===== config.mk =====
export PLATFORM = sky130hd
export DESIGN_NAME = alu_op_sequencer
export DESIGN_NICKNAME = d
export VERILOG_FILES = /design/src/rtl/alu_op_sequencer.sv
export SDC_FILE = /design/constraint.sdc
export NUM_CORES = 1
export LEC_CHECK = 0
export BUFFER_PORTS_ARGS = -buffer_cell sky130_fd_sc_hd__buf_2
export CAP_MARGIN = 20
export CORE_ASPECT_RATIO = 1.4
export CORE_MARGIN = 5
export CORE_UTILIZATION = 45
export CTS_CLUSTER_DIAMETER = 200
export DETAILED_ROUTE_END_ITERATION = 7
export GPL_TIMING_DRIVEN = 0
export PLACE_DENSITY = 0.77
export SYNTH_ARGS = -nofsm -noshare
export SYNTH_HDL_FRONTEND = slang
export SYNTH_SLANG_ARGS = --single-unit

===== constraint.sdc =====
create_clock -name clk -period 1.7 [get_ports clk]
set_input_delay 0.17 -clock clk [delete_from_list [all_inputs] [get_ports clk]]
set_output_delay 0.17 -clock clk [all_outputs]
set_load 0.02 [all_outputs]

===== src/rtl/alu_op_sequencer.sv =====
// Sequences one operation at a time through an external 4-bit ALU:
// latch the request, prime the ALU with a toggled control code, execute, then hold the result.
// Optional res_zero output is enabled by defining ALU_SEQ_ZERO_FLAG_EN.
module alu_op_sequencer (
    input  logic       clk,
    input  logic       rst,
    input  logic       in_valid,
    output logic       in_ready,
    input  logic [3:0] in_a,
    input  logic [3:0] in_b,
    input  logic       in_cin,
    input  logic [2:0] in_op,
    output logic [3:0] alu_a,
    output logic [3:0] alu_b,
    output logic       alu_cin,
    output logic [2:0] alu_ctrl,
    input  logic [3:0] alu_out,
    input  logic       alu_cout,
    output logic       res_valid,
    input  logic       res_ready,
    output logic [3:0] res_data,
    output logic       res_cout,
    output logic       busy,
    output logic [7:0] op_count
`ifdef ALU_SEQ_ZERO_FLAG_EN
    ,output logic      res_zero
`endif
);

    localparam int unsigned DATA_W = 4;
    localparam int unsigned OP_W   = 3;
    localparam int unsigned CNT_W  = 8;

    typedef enum logic [1:0] {
        IDLE   = 2'd0,
        PRIME  = 2'd1,
        EXEC   = 2'd2,
        RESULT = 2'd3
    } state_t;

    state_t              r_state;
    logic [DATA_W-1:0]   r_a;
    logic [DATA_W-1:0]   r_b;
    logic                r_cin;
    logic [OP_W-1:0]     r_op;
    logic                w_accept;
    logic                w_arith;

    assign w_accept = in_valid & in_ready;
    // Only add/subtract produce a meaningful carry/borrow.
    assign w_arith  = (r_op == OP_W'(0)) || (r_op == OP_W'(1));

    always_ff @(posedge clk or posedge rst) begin
        if (rst) begin
            r_state   <= IDLE;
            r_a       <= '0;
            r_b       <= '0;
            r_cin     <= 1'b0;
            r_op      <= '0;
            in_ready  <= 1'b1;
            busy      <= 1'b0;
            res_valid <= 1'b0;
            res_data  <= '0;
            res_cout  <= 1'b0;
            op_count  <= '0;
            alu_a     <= '0;
            alu_b     <= '0;
            alu_cin   <= 1'b0;
            alu_ctrl  <= '0;
`ifdef ALU_SEQ_ZERO_FLAG_EN
            res_zero  <= 1'b0;
`endif
        end else begin
            case (r_state)
                IDLE: begin
                    if (w_accept) begin
                        r_a      <= in_a;
                        r_b      <= in_b;
                        r_cin    <= in_cin;
                        r_op     <= in_op;
                        alu_a    <= in_a;
                        alu_b    <= in_b;
                        alu_cin  <= in_cin;
                        // Toggled code guarantees the ALU sees a control change even for repeated ops.
                        alu_ctrl <= in_op ^ OP_W'(1);
                        in_ready <= 1'b0;
                        busy     <= 1'b1;
                        r_state  <= PRIME;
                    end
                end
                PRIME: begin
                    alu_a    <= r_a;
                    alu_b    <= r_b;
                    alu_cin  <= r_cin;
                    alu_ctrl <= r_op;
                    r_state  <= EXEC;
                end
                EXEC: begin
                    res_data  <= alu_out;
                    res_cout  <= w_arith ? alu_cout : 1'b0;
`ifdef ALU_SEQ_ZERO_FLAG_EN
                    res_zero  <= (alu_out == DATA_W'(0));
`endif
                    res_valid <= 1'b1;
                    r_state   <= RESULT;
                end
                RESULT: begin
                    if (res_ready) begin
                        res_valid <= 1'b0;
                        op_count  <= op_count + CNT_W'(1);
                        in_ready  <= 1'b1;
                        busy      <= 1'b0;
                        r_state   <= IDLE;
                    end
                end
                default: begin
                    r_state  <= IDLE;
                    in_ready <= 1'b1;
                    busy     <= 1'b0;
                end
            endcase
        end
    end

endmodule


==> results of run 1 <==
==> worst max path at each step <==
stage / to / from / slack, ps
after global placement: alu_ctrl[1]$_DFFE_PP0P_ / r_state[0]$_DFFE_PP0P_ / -100
final: alu_a[0]$_DFFE_PP0P_ / r_state[1]$_DFFE_PP0P_ / 90
after floorplan: alu_a[0]$_DFFE_PP0P_ / r_state[0]$_DFFE_PP0P_ / 110
after global routing: alu_cin$_DFFE_PP0P_ / r_state[1]$_DFFE_PP0P_ / 8
after detailed placement: alu_ctrl[1]$_DFFE_PP0P_ / r_state[0]$_DFFE_PP0P_ / -110
after CTS: alu_ctrl[1]$_DFFE_PP0P_ / r_state[0]$_DFFE_PP0P_ / 30
==> cell usage after synthesis <==
cell and instances:
mux2_2 42, dfrtp_1 41, nand2_1 8, ha_1 6, inv_1 6, nor2_1 5
xor2_1 5, buf_6 3, o21ai_0 3, a21oi_1 2, nor3_1 2, xnor2_1 2
a21boi_2 1, a21oi_2 1, a31oi_1 1, clkbuf_1 1, dfstp_2 1, mux2i_1 1
nand3_1 1, nand3_2 1, nand3_4 1, nor3b_1 1, nor4_4 1, o21ai_2 1
o2bb2ai_1 1
==> sequential cells by signal, indices dropped and copies added, names as in the netlist <==
| register | cells |
|---|---|
| alu_a | 4 |
| res_valid | 1 |
| res_data | 4 |
| alu_ctrl | 3 |
| in_ready | 1 |
| r_op | 3 |
| op_count | 8 |
| r_b | 4 |
| busy | 1 |
| res_cout | 1 |
| r_cin | 1 |
| alu_b | 4 |
| r_a | 4 |
| r_state | 2 |
| alu_cin | 1 |
==> placed cells by master, fill, tap and decap left out, drive strengths merged <==
master   count
buf         52
mux2        42
dfrtp       41
nand2        8
clkbuf       6
ha           6
inv          6
nor2         5
xor2         5
o21ai        4
nand3        3
a21oi        3
xnor2        2
nor3         2
clkinv       2
a21boi       1
mux2i        1
nor4         1
a31oi        1
nor3b        1
o2bb2ai      1
bufinv       1
dfstp        1
==> power by group <==
part	switching [W]	leakage, nW	internal (W)	total (W)
registers	0.000287	0.512	0.00146	0.00175
clock network	0.000333	0.0579	0.000432	0.000765
logic	0.00108	0.582	0.00104	0.00213
==> per-stage QoR <==
stage | setup TNS (ps) | utilization, %
after CTS | 0 | 56.4
after floorplan | 0 | -
after global routing | 0 | 57.0
final | 0 | 57.0
after global placement | -2010 | 53.2
after detailed placement | -980 | 53.2
==> logic make-up after synthesis <==
kind of cell	share of synthesized area (%)
multiplexers	25.1
adder cells (fa/ha/maj)	3.91
AND/OR/NAND/NOR	6.25
flip-flops	54.8
AO/OA/AOI/OAI	3.58
buffers and inverters	3.13
XOR/XNOR	3.19
==> what timing repair did <==
action,in CTS,in global routing
hold endpoints to repair,0,0
gates resized for setup,6,5
hold buffers,0,0
endpoints found under the setup margin,10,10
buffers inserted,0,0
gates cloned,0,1
==> layout make-up <==
| cell class | count | area [sq um] |
|---|---|---|
| timing repair buffer | 49 | 251 |
| fill | 361 | 1790 |
| clock inverter | 3 | 40.0 |
| sequential | 42 | 1050 |
| multi-input combinational | 86 | 848 |
| inverter | 6 | 22.5 |
| buffer | 4 | 37.5 |
| clock buffer | 5 | 68.8 |
| tap | 45 | 56.3 |
==> routing by layer <==
| metal | routed length, um | up-vias | GRT usage (%) | share of wire, % |
|---|---|---|---|---|
| li1 | - | 588 | - | - |
| met1 | 1370 | 599 | 15.0 | 38 |
| met2 | 2010 | 23 | 25.4 | 56 |
| met3 | 142 | 6 | 3.75 | 4.0 |
| met4 | 61 | 0 | 6.79 | 1.7 |
| met5 | 0 | - | 0 | 0 |
==> flow_summary_export.csv, run 1 <==
group,metric,value,unit
sta,max_slew.worst_pin.slew,865,ps
logic_synthesis,yosys.area.top_type,"dfrtp_1",
worst_setup_path,slowest_delay,420,ps
logic_synthesis,syn_nets,165,
placement,routabilityCongestion,0.714,
logic_synthesis,yosysWarnings,0,
worst_setup_path,crit_path_start_kind,"register",
final_layout,finalNonFillerCells,240,
worst_setup_path,path_cells,"inv_2, ha_4, inv_1, o21ai_4, buf_6, mux2_2",
pwr,irDropWorstVdd,0.000945,V
worst_setup_path,worstSetupPathType,"register to register",
placement,portBuffers,48,
die,rows,28,
pwr,cellLeakagePower,1.15,nW
worst_setup_path,cp-end-kind,"register",
placement,placed_area,0.00222,sq mm
final_layout,final_area,0.00238,sq mm
route,wire_per_inst,15.0,um
worst_setup_path,reg2reg_depth,6,
global_routing,antenna_found_initial,0,
final_layout,final_nets,221,
clock_tree,cts_buffers,5,
global_routing,grt_pass1_wl,6110,um
sta,slew_headroom,42.3,%
sta,skew,3.21,ps
worst_setup_path,reg2reg_to,"alu_a[0]$_DFFE_PP0P_",
route,initialDrtViolationCount,34,
logic_synthesis,synthTopCellsByArea,"dfrtp_1 (53%), mux2_2 (25%), ha_1 (3.9%), xor2_1 (2.3%), buf_6 (1.8%)",
worst_setup_path,crit_arrival,1790,ps
route,totalWireLength,3590,um
final_layout,antennaDiodeCount,0,
worst_setup_path,r2r_setup_slack,90,ps
worst_setup_path,cp_max_fo,5,
worst_setup_path,cp_top_family,"flip-flops",
pwr,finalPower,0.00464,W
logic_synthesis,ys_ff_latch,42,
die,die-area,0.00569,sq mm
clock_tree,cts_htree_levels,2,
logic_synthesis,syn_avg_cell_area,13.9,sq um
sta,finalCriticalPeriod,1610,ps
sta,setup_slack,85.1,ps
logic_synthesis,yosysUniqueCellTypes,25,
logic_synthesis,syn-cell-area,0.00192,sq mm
flow_run,drv_cap,0,
logic_synthesis,netlist_instances,138,
clock_tree,ctsLongestPathBuffers,2,
die,die_w,65.2,um
clock_tree,numClockSinks,42,
die,start_util,46.1,%
sta,slew_violations,0,
global_routing,grt_max_degree,43,
global_routing,grt-ovfl-total,0,
die,core,0.00417,sq mm
clock_tree,clk_pin_slew,80,ps
route,drc_errors,0,
logic_synthesis,seq_area_frac_synth,54.8,%
sta,setup_viol,0,
placement,dp_cells,231,
global_routing,grt.total_usage,14.1,%
pwr,power.density,1950,mW/mm^2
clock_tree,clk_latency,290,ps
route,drt.antenna.violating_nets,0,
worst_setup_path,crit_buf_inv,3,
worst_setup_path,r2r_start,"r_state[1]$_DFFE_PP0P_",
status,status,"complete, no violations",
logic_synthesis,synth_top_area_share,53.4,%
placement,post-place-ws,-110,ps
sta,max_freq,0.619,GHz
final_layout,drive_above_1_share,58.5,%
route,firstDrtPassIters,2,
sta,final_hold_viol_count,0,
die,io_pins,49,
worst_setup_path,cp.depth,6,
sta,timing.hold.ws,52.8,ps
die,die_y,87.3,um
route,vias_per_cell,5.07,
final_layout,syn2layout_area_growth,23.8,%
sta,rsz0062_at_grt,"no",
sta,finalCritPeriodShare,95.0,%
worst_setup_path,crit_slowest_cell,"dfrtp_1",
route,vias,1216,
worst_setup_path,critPathRequiredTime,1880,ps
clock_tree,cts_tree,"done",
clock_tree,root_buffer,"clkbuf_8",
placement,dp_hpwl,2620,um
global_routing,grt_pass1_vias,1337,
worst_hold_path,worst_hold_path_type,"input port to asynchronous set/reset pin",
Note: power is estimated with default switching activity, not from simulation.
==> run 2, diff against run 1 <==
--- a/config.mk
+++ b/config.mk
@@ -8,7 +8,7 @@
 export BUFFER_PORTS_ARGS = -buffer_cell sky130_fd_sc_hd__buf_2
 export CAP_MARGIN = 20
 export CORE_ASPECT_RATIO = 1.4
-export CORE_MARGIN = 5
+export CORE_MARGIN = 10
 export CORE_UTILIZATION = 45
 export CTS_CLUSTER_DIAMETER = 200
 export DETAILED_ROUTE_END_ITERATION = 7
==> flow_summary_export.csv, run 2 (synthesis results as in run 1) <==
group,metric,value,unit
status,status,"complete, no violations",
final_layout,drive_above_1_share,59.4,%
worst_hold_path,worst_hold_path_type,"input port to asynchronous set/reset pin",
global_routing,grt_pass1_wl,6390,um
pwr,irDropWorstVdd,0.000757,V
sta,setup_viol,0,
worst_setup_path,crit_buf_inv,2,
flow_run,drv_cap,0,
route,drc_errors,0,
pwr,power.density,1930,mW/mm^2
final_layout,antennaDiodeCount,0,
worst_setup_path,r2r_setup_slack,90,ps
die,rows,28,
pwr,finalPower,0.00458,W
sta,finalCriticalPeriod,1610,ps
sta,slew_headroom,41.9,%
route,wire_per_inst,15.8,um
worst_setup_path,cp_max_fo,6,
final_layout,finalNonFillerCells,242,
die,die_w,75.2,um
route,initialDrtViolationCount,25,
sta,rsz0062_at_grt,"no",
route,drt.antenna.violating_nets,0,
global_routing,grt_pass1_vias,1328,
clock_tree,cts_buffers,5,
final_layout,regMostFlops,"op_count",
pwr,p_sw,0.00176,W
clock_tree,cts_tree,"done",
worst_setup_path,reg2reg_to,"alu_a[2]$_DFFE_PP0P_",
final_layout,final_area,0.00237,sq mm
worst_setup_path,crit_slowest_cell,"dfrtp_2",
sta,max_slew.worst_pin.slew,870,ps
placement,portBuffers,48,
route,firstDrtPassIters,4,
pwr,pwr-share-seq,38.2,%
global_routing,grt_max_degree,43,
clock_tree,root_buffer,"clkbuf_8",
pwr,intPower,0.00281,W
worst_setup_path,crit_path_start_kind,"register",
pwr,switching_share,38.5,%
sta,finalCritPeriodShare,94.8,%
pwr,pwr-share-clk,14.5,%
route,vias_per_cell,5.13,
sta,final_hold_viol_count,0,
placement,routabilityCongestion,0.726,
clock_tree,clk_latency,300,ps
worst_setup_path,critPathRequiredTime,1890,ps
final_layout,mostFrequentLayoutCell,"buf_2",
clock_tree,ctsLongestPathBuffers,2,
sta,fin_tns_setup,0,ps
die,die-area,0.00732,sq mm
placement,dp_cells,231,
route,totalWireLength,3820,um
sta,max_freq,0.621,GHz
final_layout,largest_register_ff_count,8,
worst_setup_path,reg2reg_depth,6,
final_layout,final_cell_mix,"buf_2 (48), mux2_2 (42), dfrtp_1 (40)",
die,core,0.00417,sq mm
clock_tree,cts_htree_levels,2,
clock_tree,numClockSinks,42,
die,die_y,97.3,um
worst_setup_path,cp_top_family,"flip-flops",
worst_setup_path,slowest_delay,450,ps
global_routing,antenna_found_initial,0,
worst_setup_path,worstSetupPathType,"register to register",
worst_setup_path,crit_arrival,1800,ps
global_routing,grt.total_usage,11.2,%
die,io_pins,49,
die,start_util,46.1,%
route,vias,1242,
worst_setup_path,cp-end-kind,"register",
pwr,cellLeakagePower,1.14,nW
clock_tree,clk_pin_slew,90,ps
worst_setup_path,path_cells,"inv_2, ha_4, nand3_4, o21ai_4, buf_4, mux2_2",
sta,skew,12.2,ps
final_layout,syn2layout_area_growth,23.6,%
sta,slew_violations,0,
global_routing,grt-ovfl-total,0,
final_layout,final_nets,223,
worst_setup_path,r2r_start,"r_state[0]$_DFFE_PP0P_",
placement,placed_area,0.00222,sq mm
pwr,p_comb_share,47.4,%
[run 2: cell count changes in the layout (fill, tap and decap cells not counted), sizes merged]
cell	change
buf	+2
clkinv	-2
clkinvlp	+2
bufinv	-1
inv	+1
[run 2: worst max path at each step]
stage	startpoint	to	slack, ps	depth (start not counted)
2_1_floorplan	r_state[0]$_DFFE_PP0P_	alu_a[0]$_DFFE_PP0P_	110	6
3_3_place_gp	r_state[0]$_DFFE_PP0P_	alu_ctrl[1]$_DFFE_PP0P_	-90	6
3_5_place_dp	r_state[0]$_DFFE_PP0P_	alu_ctrl[1]$_DFFE_PP0P_	-140	6
4_1_cts	r_state[0]$_DFFE_PP0P_	alu_a[2]$_DFFE_PP0P_	50	6
5_1_grt	r_state[0]$_DFFE_PP0P_	alu_cin$_DFFE_PP0P_	1	6
6_report	r_state[0]$_DFFE_PP0P_	alu_a[2]$_DFFE_PP0P_	90	6
[run 2: layout make-up]
type,count,area [sq um]
Buffer,4,37.5
Clock buffer,5,68.8
Clock inverter,3,23.8
Fill cell,367,1800
Inverter,6,22.5
Multi-Input combinational cell,86,848
Sequential cell,42,1050
Tap cell,45,56.3
Timing Repair Buffer,51,263
[run 2: stage by stage]
stage               util, %  worst slack, ps  hold WS (ps)
floorplan                 -              105           320
global placement       53.2            -94.0           402
detailed placement     53.2             -144           409
CTS                    56.5             54.7          86.3
global route           56.9             1.19          89.8
finish                 56.9             88.7          51.5
[run 2: power by group through the flow]
stage	logic [W]	registers, W	clock network [W]
after floorplan	0.00114	0.00208	0
after global placement	0.00201	0.00173	0
after detailed placement	0.00207	0.00176	0
after CTS	0.00218	0.00175	0.000679
after global routing	0.00236	0.00182	0.000731
final	0.00217	0.00175	0.000662
[run 2: timing repair]
action | 4_1_cts | 5_1_grt
setup endpoints to repair | 10 | 9
pin swaps | 0 | 2
hold buffers | 0 | 0
buffers inserted | 0 | 2
resized for setup | 9 | 1
gates cloned | 1 | 0
[run 2: per-layer routing]
layer  vias to the layer above  global-route usage [%]  part of all wire, %
met5                         -                       0                    0
met4                         0                    6.60                  4.1
met3                        11                    4.40                  6.3
met2                        30                    18.3                   52
met1                       607                    11.6                   37
li1                        594                       -                    -
[run 2: worst reg2reg max path, cell delays in order, from the launching register on]
cell and delay [ps]:
dfrtp_2 450, inv_2 110, ha_4 200, nand3_4 120
o21ai_4 120, buf_4 190, mux2_2 330
